## src/rtl/sprite_pkg.sv

```systemverilog
// sprite_pkg: shared palette, colour-select and animation-state types plus ctrl field offsets
package sprite_pkg;
    typedef enum logic [1:0] {PLT_KEY, PLT_WHITE, PLT_BODY, PLT_SHADE} plt_code_t;
    typedef enum logic [1:0] {COL_RED, COL_GREEN, COL_BLUE, COL_CYAN} col_sel_t;
    typedef enum logic {ANI_MANUAL, ANI_AUTO} ani_state_t;
    function automatic int ctrl_auto(input int fw);
        return fw;
    endfunction
    function automatic int ctrl_col(input int fw);
        return fw + 1;
    endfunction
    function automatic int ctrl_mirror(input int fw);
        return fw + 3;
    endfunction
endpackage

```

## src/rtl/sprite_bitmap_ram.sv

```systemverilog
// sprite_bitmap_ram: simple dual-port RAM, synchronous read, read-first on address collision
module sprite_bitmap_ram #(
    parameter int ADDR_WIDTH = 10,
    parameter int DATA_WIDTH = 2
) (
    input  logic                  clk,
    input  logic                  we,
    input  logic [ADDR_WIDTH-1:0] addr_w,
    input  logic [DATA_WIDTH-1:0] din,
    input  logic [ADDR_WIDTH-1:0] addr_r,
    output logic [DATA_WIDTH-1:0] dout
);
    logic [DATA_WIDTH-1:0] mem [2**ADDR_WIDTH];
    always_ff @(posedge clk) begin
        if (we) mem[addr_w] <= din;
        dout <= mem[addr_r];
    end
endmodule

```

## src/rtl/anim_sprite_src.sv

```systemverilog
// anim_sprite_src: animated sprite pixel source, 2-cycle latency RGB with chroma key.
// Define ANIM_SPRITE_MIRROR_EN to enable horizontal mirroring via ctrl[FW+3].
module anim_sprite_src
    import sprite_pkg::*;
#(
    parameter int          CD        = 12,
    parameter int          H_SIZE    = 16,
    parameter int          V_SIZE    = 16,
    parameter int          NFRAME    = 4,
    parameter int          ANI_DIV   = 8,
    parameter logic [CD-1:0] KEY_COLOR = '0,
    localparam int         FW        = $clog2(NFRAME),
    localparam int         HW        = $clog2(H_SIZE),
    localparam int         VW        = $clog2(V_SIZE),
    localparam int         ADDR      = FW + VW + HW,
    localparam int         CTRL_W    = FW + 4
) (
    input  logic              clk,
    input  logic              reset,
    input  logic [10:0]       x,
    input  logic [10:0]       y,
    input  logic [10:0]       x0,
    input  logic [10:0]       y0,
    input  logic [CTRL_W-1:0] ctrl,
    input  logic              we,
    input  logic [ADDR-1:0]   addr_w,
    input  logic [1:0]        pixel_in,
    output logic [CD-1:0]     sprite_rgb,
    output logic              hit
);
    localparam int CW = CD / 3;
    localparam int DW = (ANI_DIV > 1) ? $clog2(ANI_DIV) : 1;

    logic [11:0]   xr, yr;
    logic          in_region, is_zero, prev_zero, tick, region_d1;
    logic [FW-1:0] manual_id, ani_reg, sid;
    logic [DW-1:0] div_cnt;
    logic          div_last;
    ani_state_t    state;
    logic [HW-1:0] xc;
    logic [ADDR-1:0] addr_r;
    logic [1:0]    code_raw;
    plt_code_t     code;
    col_sel_t      col;
    logic [CW-1:0] lv;
    logic [CD-1:0] body, rgb;

    // Zero-extended subtraction: bit 11 set means the scan is left/above the origin
    assign xr        = {1'b0, x} - {1'b0, x0};
    assign yr        = {1'b0, y} - {1'b0, y0};
    assign in_region = ~|xr[11:HW] && ~|yr[11:VW];
    assign is_zero   = (x == '0) && (y == '0);
    assign tick      = is_zero && !prev_zero;
    assign manual_id = ctrl[FW-1:0];
    assign div_last  = div_cnt == DW'(ANI_DIV - 1);
    assign sid       = (state == ANI_MANUAL) ? manual_id : ani_reg;

    always_ff @(posedge clk) begin
        if (reset) begin
            state     <= ANI_MANUAL;
            ani_reg   <= '0;
            div_cnt   <= '0;
            prev_zero <= 1'b0;
        end else begin
            prev_zero <= is_zero;
            state     <= ctrl[ctrl_auto(FW)] ? ANI_AUTO : ANI_MANUAL;
            if (state == ANI_MANUAL) begin
                ani_reg <= manual_id;
                div_cnt <= '0;
            end else if (tick) begin
                div_cnt <= div_last ? '0 : div_cnt + 1'b1;
                if (div_last) ani_reg <= ani_reg + 1'b1;
            end
        end
    end

`ifdef ANIM_SPRITE_MIRROR_EN
    assign xc = ctrl[ctrl_mirror(FW)] ? ~xr[HW-1:0] : xr[HW-1:0];
`else
    logic unused_mirror;
    assign unused_mirror = ctrl[ctrl_mirror(FW)];
    assign xc = xr[HW-1:0];
`endif

    assign addr_r = {sid, yr[VW-1:0], xc};

    sprite_bitmap_ram #(.ADDR_WIDTH(ADDR), .DATA_WIDTH(2)) u_ram (
        .clk    (clk),
        .we     (we),
        .addr_w (addr_w),
        .din    (pixel_in),
        .addr_r (addr_r),
        .dout   (code_raw)
    );

    assign code = plt_code_t'(code_raw);
    assign col  = col_sel_t'(ctrl[ctrl_col(FW) +: 2]);
    assign lv   = (code == PLT_SHADE) ? {1'b0, {(CW-1){1'b1}}} : {CW{1'b1}};
    assign body = (col == COL_RED)   ? {lv, {CW{1'b0}}, {CW{1'b0}}} :
                  (col == COL_GREEN) ? {{CW{1'b0}}, lv, {CW{1'b0}}} :
                  (col == COL_BLUE)  ? {{CW{1'b0}}, {CW{1'b0}}, lv} :
                                       {{CW{1'b0}}, lv, lv};
    assign rgb  = (code == PLT_KEY)   ? KEY_COLOR :
                  (code == PLT_WHITE) ? {CD{1'b1}} : body;

    always_ff @(posedge clk) begin
        if (reset) begin
            region_d1  <= 1'b0;
            sprite_rgb <= KEY_COLOR;
            hit        <= 1'b0;
        end else begin
            region_d1  <= in_region;
            sprite_rgb <= region_d1 ? rgb : KEY_COLOR;
            hit        <= region_d1 && (code != PLT_KEY);
        end
    end
endmodule

```

## config.mk

```make
export PLATFORM = sky130hd
export DESIGN_NAME = anim_sprite_src
export DESIGN_NICKNAME = d
export VERILOG_FILES = /design/src/rtl/sprite_pkg.sv /design/src/rtl/sprite_bitmap_ram.sv /design/src/rtl/anim_sprite_src.sv
export SDC_FILE = /design/constraint.sdc
export NUM_CORES = 2
export LEC_CHECK = 0
export CORE_ASPECT_RATIO = 1.4
export CORE_UTILIZATION = 45
export CTS_CLUSTER_SIZE = 8
export DETAILED_ROUTE_END_ITERATION = 16
export GPL_TIMING_DRIVEN = 0
export PLACE_DENSITY = 0.6
export SYNTH_ARGS = -nofsm -noshare
export SYNTH_HDL_FRONTEND = slang
export SYNTH_HIERARCHICAL = 1
export SYNTH_SLANG_ARGS = --single-unit
```

## constraint.sdc

```tcl
create_clock -name clk -period 9.8 [get_ports clk]
set_clock_uncertainty 0.05 [all_clocks]
set_input_delay 1.96 -clock clk [delete_from_list [all_inputs] [get_ports clk]]
set_output_delay 1.96 -clock clk [all_outputs]
set_load 0.05 [all_outputs]
```

After elaboration in Yosys (flattened, before gate mapping)
Memory sizes are Yosys's and may differ from the RTL's. A register that Yosys moved wholly into a read port is not among the register bits.
Index checks and enable logic that the tools add are counted.
Widths: inputs -> output; s select.
Cells by class
  $add $sub $neg: 4
  equal/unequal tests: 7
  muxes and demuxes: 13
  bitwise logic cells: 2
  reductions and logical operators: 17
Operators by type and width (count)
  $mux 12: 2
  $sub 11x11->12: 2
  $logic_not 11->1: 2
  $mux 8: 2
  $reduce_or 8->1: 2
  $mux 2: 4
  $eq 2x1->1 const B: 2
  $eq 2x2->1 const B: 2
  $logic_and 1x1->1: 4
  $logic_not 2->1: 2
  $mux 4: 1
  $ne 2x2->1 const B: 2
  $add 3x1->3 const B: 1
  $eq 3x3->1 const B: 1
  $logic_not 1->1: 3
  $mux 1: 3
  $mux 3: 1
  $reduce_or 3->1: 1
  $add 2x1->2 const B: 1
  $not 1->1: 2
  $reduce_and 2->1: 1
  $reduce_bool 2->1: 1
  $reduce_or 2->1: 1
Storage, ports and cells
  register bits: 21
  memory bits (writable): 2048
  input port bits: 65
  output and inout bits: 13
  memories: 1
Memory list
  u_ram.mem: words 1024, bits a word 2, read ports 1, clocked after memory_dff 1, wr ports 1, line sprite_bitmap_ram.sv:13  | logic [DATA_WIDTH-1:0] mem [2**ADDR_WIDTH];

Longest topological paths before layout
  depth in word-level cells: 6
  depth in mapped cells: 18
  mapped depth without buffers: 14

Modules after synthesis
Netlist, hierarchy kept.
Modules (own cells, without submodules)
  sprite_bitmap_ram: instances 1, cells each 4793, area an instance 83757.8 sq um, seq. area each 61539.0 sq um
  anim_sprite_src: instances 1, cells each 225, area an instance 1729.2 sq um, seq. area each 300.3 sq um

Worst setup path after synthesis
Ideal clock, no wire load.
  path type: input to register
  start: in x[0]
  end: reg u_ram.dout[0], read port of u_ram.mem
  data arrival time: 4.885 ns
  path slack: 4.733 ns
  stages: 13
  buffers on the path: 4
  path through: inv_1 > ha_1 > fa_1 > xnor2_1 > buf_2 > buf_2 > buf_1 > clkbuf_1 > mux4_2 > a2111oi_0 > nand2_1 > nand4_1 > nand4_1
On the way
  cells in the longest elaborated chain, start to end: 1
RTL lines
  start: declaration: line anim_sprite_src.sv:20  | input logic [10:0] x,
  $sub 11x11->12: line anim_sprite_src.sv:49  | assign xr = {1'b0, x} - {1'b0, x0};
  net xr[2]: line anim_sprite_src.sv:34  | logic [11:0] xr, yr;
  end: declaration: line sprite_bitmap_ram.sv:11  | output logic [DATA_WIDTH-1:0] dout
The timed path passes the listed nets, and every way through them passes these cells.
A chain may end at the register's enable or synchronous reset.

Worst setup path in the final report
  start: in x0[1]
  end: reg u_ram.dout[0], read port of u_ram.mem
On the way
  cells in the longest elaborated chain, start to end: 1
RTL lines
  start: declaration: line anim_sprite_src.sv:22  | input logic [10:0] x0,
  $sub 11x11->12: line anim_sprite_src.sv:49
  net xr[3]: line anim_sprite_src.sv:34
The timed path passes the listed nets, and every way through them passes these cells.

==> results.py <==
metrics = {
    "run_status": {
        "status": "finished with violations",
        "failed_checks": "capacitance limit, slew limit, setup timing",
    },
    "cells_and_area": {
        "fillers": 15055,
        "drive_gt1_share_pct": 18.80,
        "final_nets": 5533,
        "largest_reg_flops": 2048,
        "final_common_cell": "edfxtp_1",
        "final_util_pct": 52.37,
        "regMostFlops": "u_ram/mem",
        "final_cell_mix": "edfxtp_1, nor2_1, mux4_2",
        "syn_to_final_growth_pct": 15.14,
        "reg_top3": "u_ram/mem: 2048 flops, sprite_rgb: 6 flops, div_cnt: 3 flops",
    },
    "power": {
        "p_leak_uw": 0.03054,
        "p_per_area_nw_per_um2": 222.8,
        "power.total_uw": 21930,
        "ir_drop_mv": 0.2049,
    },
    "drt": {
        "drc": 0,
        "antenna_left": 0,
        "wl_per_cell_um": 42.84,
        "vias_per_cell": 6.817,
        "drt_wl_total_mm": 341.3,
        "drt_iter0_markers": 10247,
        "drt_first_pass_iters": 8,
        "via_count": 54312,
    },
    "clock_network": {
        "cts_resized": 0,
        "cts_setup_buffers": 0,
        "clk_pin_slew_ns": 0.05,
        "clock_latency_ns": 0.93,
        "clock_sinks": 2065,
        "clk_path_buf_depth": 4,
        "cts_root_buf": "clkbuf_16",
        "cts_tree": "yes",
        "h-tree-depth": 5,
        "cts_inserted_buffers": 308,
        "ctsHoldBuffers": 0,
    },
    "grt": {
        "grt.total_usage_pct": 35.38,
        "grt_pass1_wl_mm": 447.0,
        "grt_pass1_vias": 52580,
        "antenna_found_initial": 28,
        "grt-ovfl-total": 0,
        "grt_max_degree": 188,
    },
    "logic_synthesis": {
        "synthFlopType": "edfxtp_1",
        "ys_warn_count": 6,
        "synth.yosys.seq_area_share_pct": 72.34,
        "synth_enable_flop_cells": 2048,
        "netlist_area_um2": 85490,
        "ys_types": 78,
        "async_flop_share_pct": 0,
        "syn_nets": 5109,
        "ys_ff_latch": 2065,
        "synthCells": 5018,
        "postSynthAreaPerCell_um2": 17.04,
    },
    "min_path": {
        "hp-class": "reg2reg",
    },
    "floorplanning": {
        "rows": 188,
        "core_um2": 187900,
        "die-area_um2": 191700,
        "initial_core_util_pct": 45.49,
        "die_w_um": 370.4,
        "die_h_um": 517.7,
        "io-pin-count": 78,
    },
    "sta": {
        "layout_min_cycle_time_ns": 10.16,
        "slew_headroom_pct": -12.43,
        "fmax_mhz": 98.44,
        "rsz0062_at_grt": "no",
        "fin_ws_ns": -0.3582,
        "tns_ns": -0.3582,
        "tightestPinTransition_ns": 1.674,
        "setup_viol": 1,
        "finalCritPeriodShare_pct": 103.7,
        "hold_violations": 0,
        "finalMaxSlewViolations": 256,
    },
    "worst_setup_path": {
        "crit_fanout": 10,
        "worstPathRequired_ns": 10.43,
        "start_kind": "input pin",
        "arrival_ns": 10.79,
        "endpoint_kind": "flip-flop",
        "path_class": "in2reg",
    },
    "placement": {
        "io_buffers": 76,
        "dp_hpwl_mm": 225.4,
        "gp_congestion": 0.9986,
    },
    "job": {
        "maxCapViolations": 31,
    },
}
==> worst paths after layout <==
path / from / endpoint / slack, ns / depth (start not counted)
worst max-delay path: x0[1] / u_ram/dout[0]$_DFF_P_ / -0.36 / 16
worst min-delay path: region_d1$_SDFF_PP0_ / hit$_SDFF_PP0_ / 0.45 / 1
worst max register to register: u_ram/mem[727][0]$_DFFE_PP_ / u_ram/dout[0]$_DFF_P_ / 5.98 / 8
worst min register to register: region_d1$_SDFF_PP0_ / hit$_SDFF_PP0_ / 0.45 / 1
==> power breakdown <==
part           total (µW)  switching (µW)  internal [µW]
Combinational        2940            2110            838
Sequential           9750            7.91           9740
Clock                9230            3580           5660
Total               21900            5690          16200
==> synth_stat cells, types with 33 or more instances <==
master | number | area share [%]
a21oi_1 | 81 | 0.47
a22oi_1 | 45 | 0.40
buf_1 | 54 | 0.24
buf_4 | 34 | 0.30
buf_6 | 33 | 0.43
clkbuf_1 | 239 | 1.0
edfxtp_1 | 2048 | 72
inv_1 | 38 | 0.17
mux2i_1 | 209 | 2.4
mux4_2 | 449 | 12
nand2_1 | 106 | 0.47
nand3_1 | 46 | 0.27
nor2_1 | 1072 | 4.7
nor3_1 | 53 | 0.31
o21ai_0 | 45 | 0.26
o221ai_1 | 82 | 0.84
o22ai_1 | 47 | 0.34
==> critical path, cell delays in order <==
cell and delay, ns:
clkdlybuf4s50_1 0.51, inv_1 0.05, ha_1 0.26, nor2b_1 0.17, o21a_1 0.13, nor2_1 0.05
xnor2_1 1.26, clkbuf_1 0.74, buf_1 1.15, clkbuf_1 0.88, clkbuf_1 1.03, nor3_1 0.15
nor3_1 1.30, nor4_1 0.38, o22ai_1 0.37, nand4_1 0.35
==> metal layers <==
layer	vias up	global-route usage, %	wire length, µm
met5	-	0	61
met4	10	28.29	32490
li1	20438	-	-
met1	27982	41.21	105900
met3	1160	9.754	44270
met2	4722	54.94	158500
==> area by class of cell <==
| type | instances | area (µm²) | area share (%) |
|---|---|---|---|
| clock buffer | 334 | 7996 | 8.124 |
| inverter | 40 | 150.1 | 0.1525 |
| antenna | 24 | 60.06 | 0.06102 |
| multi-input combinational | 2510 | 21410 | 21.76 |
| timing repair buffer | 114 | 1600 | 1.626 |
| sequential | 2065 | 61840 | 62.83 |
| tap | 2470 | 3090 | 3.140 |
| clock inverter | 7 | 68.82 | 0.06992 |
| buffer | 403 | 2207 | 2.242 |
==> kinds of logic after synthesis <==
| kind of cell | after synthesis | share of synthesized area, % |
|---|---|---|
| fa+ha+maj | 26 | 0.3981 |
| mux | 670 | 14.43 |
| compound gates | 410 | 3.381 |
| flops | 2065 | 72.34 |
| buf+inv | 443 | 2.646 |
| xor+xnor | 10 | 0.1024 |
| simple gates | 1394 | 6.700 |
==> per-stage QoR <==
step	hold slack (ns)	instances	instance area (µm²)	setup slack (ns)
floorplan	0.3998	5018	85490	4.733
detailed placement	0.4435	7600	90260	-0.6150
CTS	0.4503	7941	98320	0.3427
global placement	0.4118	7564	89340	-21.27
finish	0.4459	7967	98430	-0.3582
global route	0.4831	7947	98380	0.3856
Note: power is estimated with default switching activity, not from simulation.
